==> config.mk <==
export PLATFORM = sky130hd
export DESIGN_NAME = gray_to_bin_dec_flat
export DESIGN_NICKNAME = d
export VERILOG_FILES = /design/src/rtl/gray_to_bin_dec_if.sv /design/src/rtl/gray_to_bin_dec.sv /design/src/flat_wrapper.sv
export SDC_FILE = /design/constraint.sdc
export NUM_CORES = 1
export LEC_CHECK = 0
export CELL_PAD_IN_SITES_DETAIL_PLACEMENT = 0
export CELL_PAD_IN_SITES_GLOBAL_PLACEMENT = 1
export CORE_MARGIN = 8
export CORE_UTILIZATION = 37
export CTS_CLUSTER_DIAMETER = 80
export CTS_CLUSTER_SIZE = 40
export DETAILED_ROUTE_END_ITERATION = 12
export PLACE_DENSITY_LB_ADDON = 0.2
export SETUP_SLACK_MARGIN = 0.4
export SLEW_MARGIN = 25
export SYNTH_ARGS = -nofsm -noshare
export SYNTH_HDL_FRONTEND = slang
export SYNTH_SLANG_ARGS = --single-unit
export TNS_END_PERCENT = 100
==> constraint.sdc <==
create_clock -name clk -period 2.2 [get_ports clk]
set_input_delay 0.44 -clock clk [delete_from_list [all_inputs] [get_ports clk]]
set_output_delay 0.44 -clock clk [all_outputs]
set_load 0.05 [all_outputs]
==> src/rtl/gray_to_bin_dec_if.sv <==
// Handshake bundle for the Gray-to-binary decoder.
// Input side:  in_valid/in_ready carry gray_in.
// Output side: out_valid/out_ready carry bin_out and step_err.
// A word moves only on a rising clk edge where valid and ready are both 1.
// valid never waits on ready, and the payload holds still while valid is 1
// and ready is 0.
interface gray_to_bin_dec_if #(
    parameter int WIDTH = 4
);
    logic             in_valid;
    logic             in_ready;
    logic [WIDTH-1:0] gray_in;
    logic             out_valid;
    logic             out_ready;
    logic [WIDTH-1:0] bin_out;
    logic             step_err;

    // Producer/consumer side (testbench or surrounding logic)
    modport master (
        output in_valid, gray_in, out_ready,
        input  in_ready, out_valid, bin_out, step_err
    );

    // Decoder side
    modport slave (
        input  in_valid, gray_in, out_ready,
        output in_ready, out_valid, bin_out, step_err
    );
endinterface

==> src/rtl/gray_to_bin_dec.sv <==
// gray_to_bin_dec: sequential Gray-to-binary decoder.
// The decoder takes one Gray word, then resolves it MSB-first over WIDTH cycles.
// It holds the binary result until the consumer takes it.
// Optional macro GRAY_STEP_CHECK_EN adds a step checker. The checker flags an
// accepted word that differs from the previous accepted word in more than one bit.
// o_dbg_state exposes the FSM state (IDLE=0, DECODE=1, HOLD=2).
module gray_to_bin_dec #(
    parameter int WIDTH = 4
) (
    input  logic               clk,
    input  logic               rst_n,
    gray_to_bin_dec_if.slave   bus,
    output logic [1:0]         o_dbg_state
);
    localparam int IW = $clog2(WIDTH);

    typedef enum logic [1:0] {
        S_IDLE   = 2'd0,
        S_DECODE = 2'd1,
        S_HOLD   = 2'd2
    } state_t;

    state_t           r_state;
    state_t           w_next_state;
    logic [WIDTH-1:0] r_gray;
    logic [IW-1:0]    r_idx;
    logic             r_prev_bit;
    logic [WIDTH-1:0] r_part;
    logic [WIDTH-1:0] r_bin_out;
    logic             w_bit;
    logic [WIDTH-1:0] w_part_next;
    logic             w_accept;
    logic             w_done;
    logic             w_in_ready;
    logic             w_out_valid;
    logic             w_step_err;

    // State register
    always_ff @(posedge clk or negedge rst_n) begin
        if (!rst_n) begin
            r_state <= S_IDLE;
        end else begin
            r_state <= w_next_state;
        end
    end

    // Next-state and handshake outputs
    always_comb begin
        w_next_state = r_state;
        w_in_ready   = 1'b0;
        w_out_valid  = 1'b0;
        w_accept     = 1'b0;
        w_done       = 1'b0;
        case (r_state)
            S_IDLE: begin
                w_in_ready = 1'b1;
                if (bus.in_valid) begin
                    w_accept     = 1'b1;
                    w_next_state = S_DECODE;
                end
            end
            S_DECODE: begin
                if (r_idx == '0) begin
                    w_done       = 1'b1;
                    w_next_state = S_HOLD;
                end
            end
            S_HOLD: begin
                w_out_valid = 1'b1;
                if (bus.out_ready) begin
                    w_next_state = S_IDLE;
                end
            end
            default: w_next_state = S_IDLE;
        endcase
    end

    // Resolve one bit.
    // b[i] = b[i+1] ^ g[i], and the bit above the MSB counts as 0.
    always_comb begin
        w_bit              = r_prev_bit ^ r_gray[r_idx];
        w_part_next        = r_part;
        w_part_next[r_idx] = w_bit;
    end

    // Working registers and the published result.
    // bin_out changes only when the last bit resolves.
    always_ff @(posedge clk or negedge rst_n) begin
        if (!rst_n) begin
            r_gray     <= '0;
            r_idx      <= IW'(WIDTH - 1);
            r_prev_bit <= 1'b0;
            r_part     <= '0;
            r_bin_out  <= '0;
        end else if (w_accept) begin
            r_gray     <= bus.gray_in;
            r_idx      <= IW'(WIDTH - 1);
            r_prev_bit <= 1'b0;
            r_part     <= '0;
        end else if (r_state == S_DECODE) begin
            r_part     <= w_part_next;
            r_prev_bit <= w_bit;
            if (w_done) begin
                r_bin_out <= w_part_next;
                r_idx     <= IW'(WIDTH - 1);
            end else begin
                r_idx <= r_idx - IW'(1);
            end
        end
    end

`ifdef GRAY_STEP_CHECK_EN
    logic [WIDTH-1:0] r_prev_gray;
    logic             r_prev_valid;
    logic             r_err_pend;
    logic             r_step_err;
    logic [WIDTH-1:0] w_diff;
    logic             w_multi_bit;

    // More than one differing bit: clearing the lowest set bit leaves something.
    always_comb begin
        w_diff      = bus.gray_in ^ r_prev_gray;
        w_multi_bit = ((w_diff & (w_diff - WIDTH'(1))) != '0);
    end

    // History and flag.
    // The flag is judged at accept and published with the result.
    always_ff @(posedge clk or negedge rst_n) begin
        if (!rst_n) begin
            r_prev_gray  <= '0;
            r_prev_valid <= 1'b0;
            r_err_pend   <= 1'b0;
            r_step_err   <= 1'b0;
        end else begin
            if (w_accept) begin
                r_err_pend   <= r_prev_valid & w_multi_bit;
                r_prev_gray  <= bus.gray_in;
                r_prev_valid <= 1'b1;
            end
            if (w_done) begin
                r_step_err <= r_err_pend;
            end
        end
    end

    assign w_step_err = r_step_err;
`else
    assign w_step_err = 1'b0;
`endif

    assign bus.in_ready  = w_in_ready;
    assign bus.out_valid = w_out_valid;
    assign bus.bin_out   = r_bin_out;
    assign bus.step_err  = w_step_err;
    assign o_dbg_state   = r_state;
endmodule

==> src/flat_wrapper.sv <==
// flat-port wrapper written by rule: the top's interface ports become plain ports
module gray_to_bin_dec_flat 
#(
    parameter int WIDTH = 4
)
  (clk, rst_n, o_dbg_state, bus_in_valid, bus_gray_in, bus_out_ready, bus_in_ready, bus_out_valid, bus_bin_out, bus_step_err);
  gray_to_bin_dec_if #(.WIDTH(WIDTH)) bus_i ();
  input  logic clk;
  input  logic rst_n;
  output logic [1:0] o_dbg_state;
  input wire logic [$bits(bus_i.in_valid)-1:0] bus_in_valid;
  input wire logic [$bits(bus_i.gray_in)-1:0] bus_gray_in;
  input wire logic [$bits(bus_i.out_ready)-1:0] bus_out_ready;
  output wire logic [$bits(bus_i.in_ready)-1:0] bus_in_ready;
  output wire logic [$bits(bus_i.out_valid)-1:0] bus_out_valid;
  output wire logic [$bits(bus_i.bin_out)-1:0] bus_bin_out;
  output wire logic [$bits(bus_i.step_err)-1:0] bus_step_err;
  assign bus_i.in_valid = bus_in_valid;
  assign bus_i.gray_in = bus_gray_in;
  assign bus_i.out_ready = bus_out_ready;
  assign bus_in_ready = bus_i.in_ready;
  assign bus_out_valid = bus_i.out_valid;
  assign bus_bin_out = bus_i.bin_out;
  assign bus_step_err = bus_i.step_err;
  gray_to_bin_dec #(.WIDTH(WIDTH)) u_core (.clk(clk), .rst_n(rst_n), .bus(bus_i), .o_dbg_state(o_dbg_state));
endmodule
==> out/results.txt <==
Outcome -> finished, final reports clean
PnR Total Power -> 0.00166 W
Most frequent cells in the layout -> nand2_1 (18), dfrtp_1 (14), o21ai_0 (7), clkdlybuf4s50_1 (7)
Critical path buffer and inverter count -> 1
Worst path top cell family by delay -> buffers and inverters
Multi-input gate area -> 400 um^2
ANT cells -> 0
Port-buffer cells -> 15
GRT Overall Usage -> 0.0855
P&R area growth vs syn -> 24.8%
Min-Delay Path Class -> in -> async
Synth unique cells -> 25
Sequential Area -> 403 um^2
DR WL/cell -> 12.4 um
Starting Density -> 0.381
DRC violations left -> 0
Leakage -> 0.497 nW
Clk_skew -> 8.30 ps
Detail Route Antenna Nets -> 0
GRT Residual Overflow -> 0
Dpl cell area -> 0.00100 mm^2
Vias post-DR -> 587
Final Max Slew Viols -> 0
Mean Syn Cell Area -> 10.2 um^2
Clock sink count -> 16
First-pass GRT wire length -> 2.78 mm
Unrepaired setup endpoints after global routing -> yes
Total CTS buffers -> 3
Hold Fails Final Rpt -> 0
Final Cycle Share -> 0.821
Fin area -> 0.00103 mm^2
Fmax -> 553 MHz
Max-Cap Viols -> 0
Seq/Total Area, Yosys -> 0.488
Mapped Area -> 826 um^2
Crit-path max FO -> 9
Die W -> 63.2 um
Worst Reg-to-Reg Cells -> 3
Min Tclk post-route -> 1810 ps
R2R setup slack -> 450 ps
Bufs on Longest Clock Path -> 2
Vias per cell -> 4.66
Crit path cell chain -> nor2_1 -> clkdlybuf4s15_1
CP startpoint kind -> flop
Inst Count DP -> 122
Synthesized flop and latch total -> 16
RR Startpoint -> u_core.r_idx[0]$_DFFE_PN1P_
TritonRoute pass-1 iters -> 4
Vias in the first global route -> 591
Final setup viols -> 0
Synth Warn # -> 0
Routability cong. -> 0.679
Initial antenna violation count -> 0
Peak VDD IR -> 759 uV
Worst Setup End Kind -> primary output
Power per cell area -> 1610 mW/mm^2
Hold_buf cts -> 0
Syn nets -> 93
Terminus of the critical flop-to-flop path -> u_core.r_part[3]$_DFFE_PN0P_
Largest net degree at the start of global routing -> 17
Core Area -> 0.00217 mm^2
Critical Path Slowest Stage Cell -> clkdlybuf4s15_1
Critical path's largest stage delay -> 510 ps
Clk_lat worst skew -> 280 ps
Nets -> 111
Final std cells w/o fill -> 126
Die Area -> 0.00400 mm^2
Synthesized instance count -> 81
Required time worst endpoint -> 1760 ps
H-tree lvl count -> 1
Worst EP arrival -> 1370 ps
Commonest non-fill, non-tap cell in the layout -> nand2_1
# rows -> 17
Fillers -> 214
Critical Path Start -> u_core.o_dbg_state[1]$_DFFE_PN0P_
DRT iter0 DRCs -> 14
Final WL -> 1.56 mm
Root Driver -> clkbuf_4
Total negative slack -> 0 ps
Setup CP Type -> reg -> out
Clock-pin slew on the worst setup and hold paths -> 90 ps
HPWL after DPL -> 1.16 mm
Util after Layout -> 0.475
Die height -> 63.2 um
CTS tree -> done
Share of cells above drive strength 1 -> 0.112
# IOs -> 17
==> synth_stat cells <==
cell,n,area share
nor2_1,1,0.0045
o21ai_0,7,0.042
xor2_1,1,0.011
nand3b_1,1,0.0091
xnor2_1,1,0.011
conb_1,1,0.0045
inv_1,3,0.014
ha_1,4,0.061
dfrtp_1,14,0.42
buf_1,1,0.0045
mux4_2,1,0.027
dfstp_2,2,0.064
and3b_1,1,0.011
a31oi_1,1,0.0076
o211ai_1,2,0.018
buf_4,1,0.0091
mux2i_1,6,0.073
or3b_2,1,0.011
nor2b_1,4,0.030
nand2b_1,3,0.023
nand2_1,18,0.082
a32o_1,3,0.036
clkbuf_1,2,0.0091
nor3b_1,1,0.0091
a21oi_1,1,0.0061
==> area by class of cell <==
class                           instances  area share
Tap cell                               28      0.0340
Inverter                                3      0.0109
Sequential cell                        16       0.391
Timing Repair Buffer                   17       0.150
Multi-Input combinational cell         58       0.388
Clock buffer                            4      0.0255
==> layer usage <==
layer / vias up / wire length, um / GRT usage
li1: 312 / - / -
met1: 263 / 765 / 0.104
met2: 10 / 702 / 0.132
met3: 2 / 77 / 0.0442
met4: 0 / 12 / 0.0167
met5: - / 0 / 0
==> report_power, final <==
group | internal (W) | leakage [nW] | switching [W]
logic | 0.000361 | 0.283 | 0.000587
clock network | 0.0000703 | 0.0150 | 0.0000855
registers | 0.000442 | 0.198 | 0.000115
total | 0.000874 | 0.497 | 0.000788
==> registers in the layout, summed over array words and instances (netlist names) <==
name,count
u_core.r_idx,2
u_core.r_prev_bit,1
u_core.r_part,3
u_core.o_dbg_state,2
u_core.bus.bin_out,4
u_core.r_gray,4
==> worst register-to-register path, stage by stage (launching register included) <==
cell     delay (ps)
dfstp_2         600
mux4_2          580
xor2_1          200
a32o_1          270
==> cell families (layout without fill, tap and decap cells) <==
kind of cell,after synthesis,after routing,synth area share
DFF,16,16,0.488
adders and majority gates,4,4,0.0606
and+or+nand+nor,30,30,0.179
buffers and inverters,7,24,0.0364
AOI/OAI and AO/OA,14,14,0.111
other,1,1,0.00454
xor gates and xnor gates,2,2,0.0212
muxes,7,7,0.100
==> per-stage QoR <==
stage | hold slack (ps) | setup WS [ps]
4_1_cts | 465 | 352
5_1_grt | 481 | 330
2_1_floorplan | 144 | 417
6_report | 468 | 393
3_5_place_dp | 460 | 392
3_3_place_gp | 461 | 412
==> worst max-delay path by stage <==
| stage | slack, ps | cells after the start | to |
|---|---|---|---|
| after floorplan | 420 | 1 | bus_in_ready |
| after global placement | 410 | 2 | bus_in_ready |
| after detailed placement | 390 | 2 | bus_in_ready |
| after CTS | 350 | 2 | bus_in_ready |
| after global routing | 330 | 2 | bus_in_ready |
| final | 390 | 2 | bus_in_ready |
==> timing repair <==
item	4_1_cts	5_1_grt
buffers inserted	0	0
endpoints found under the setup margin	7	6
gates resized for setup	7	2
(Power assumes the default switching activity.)
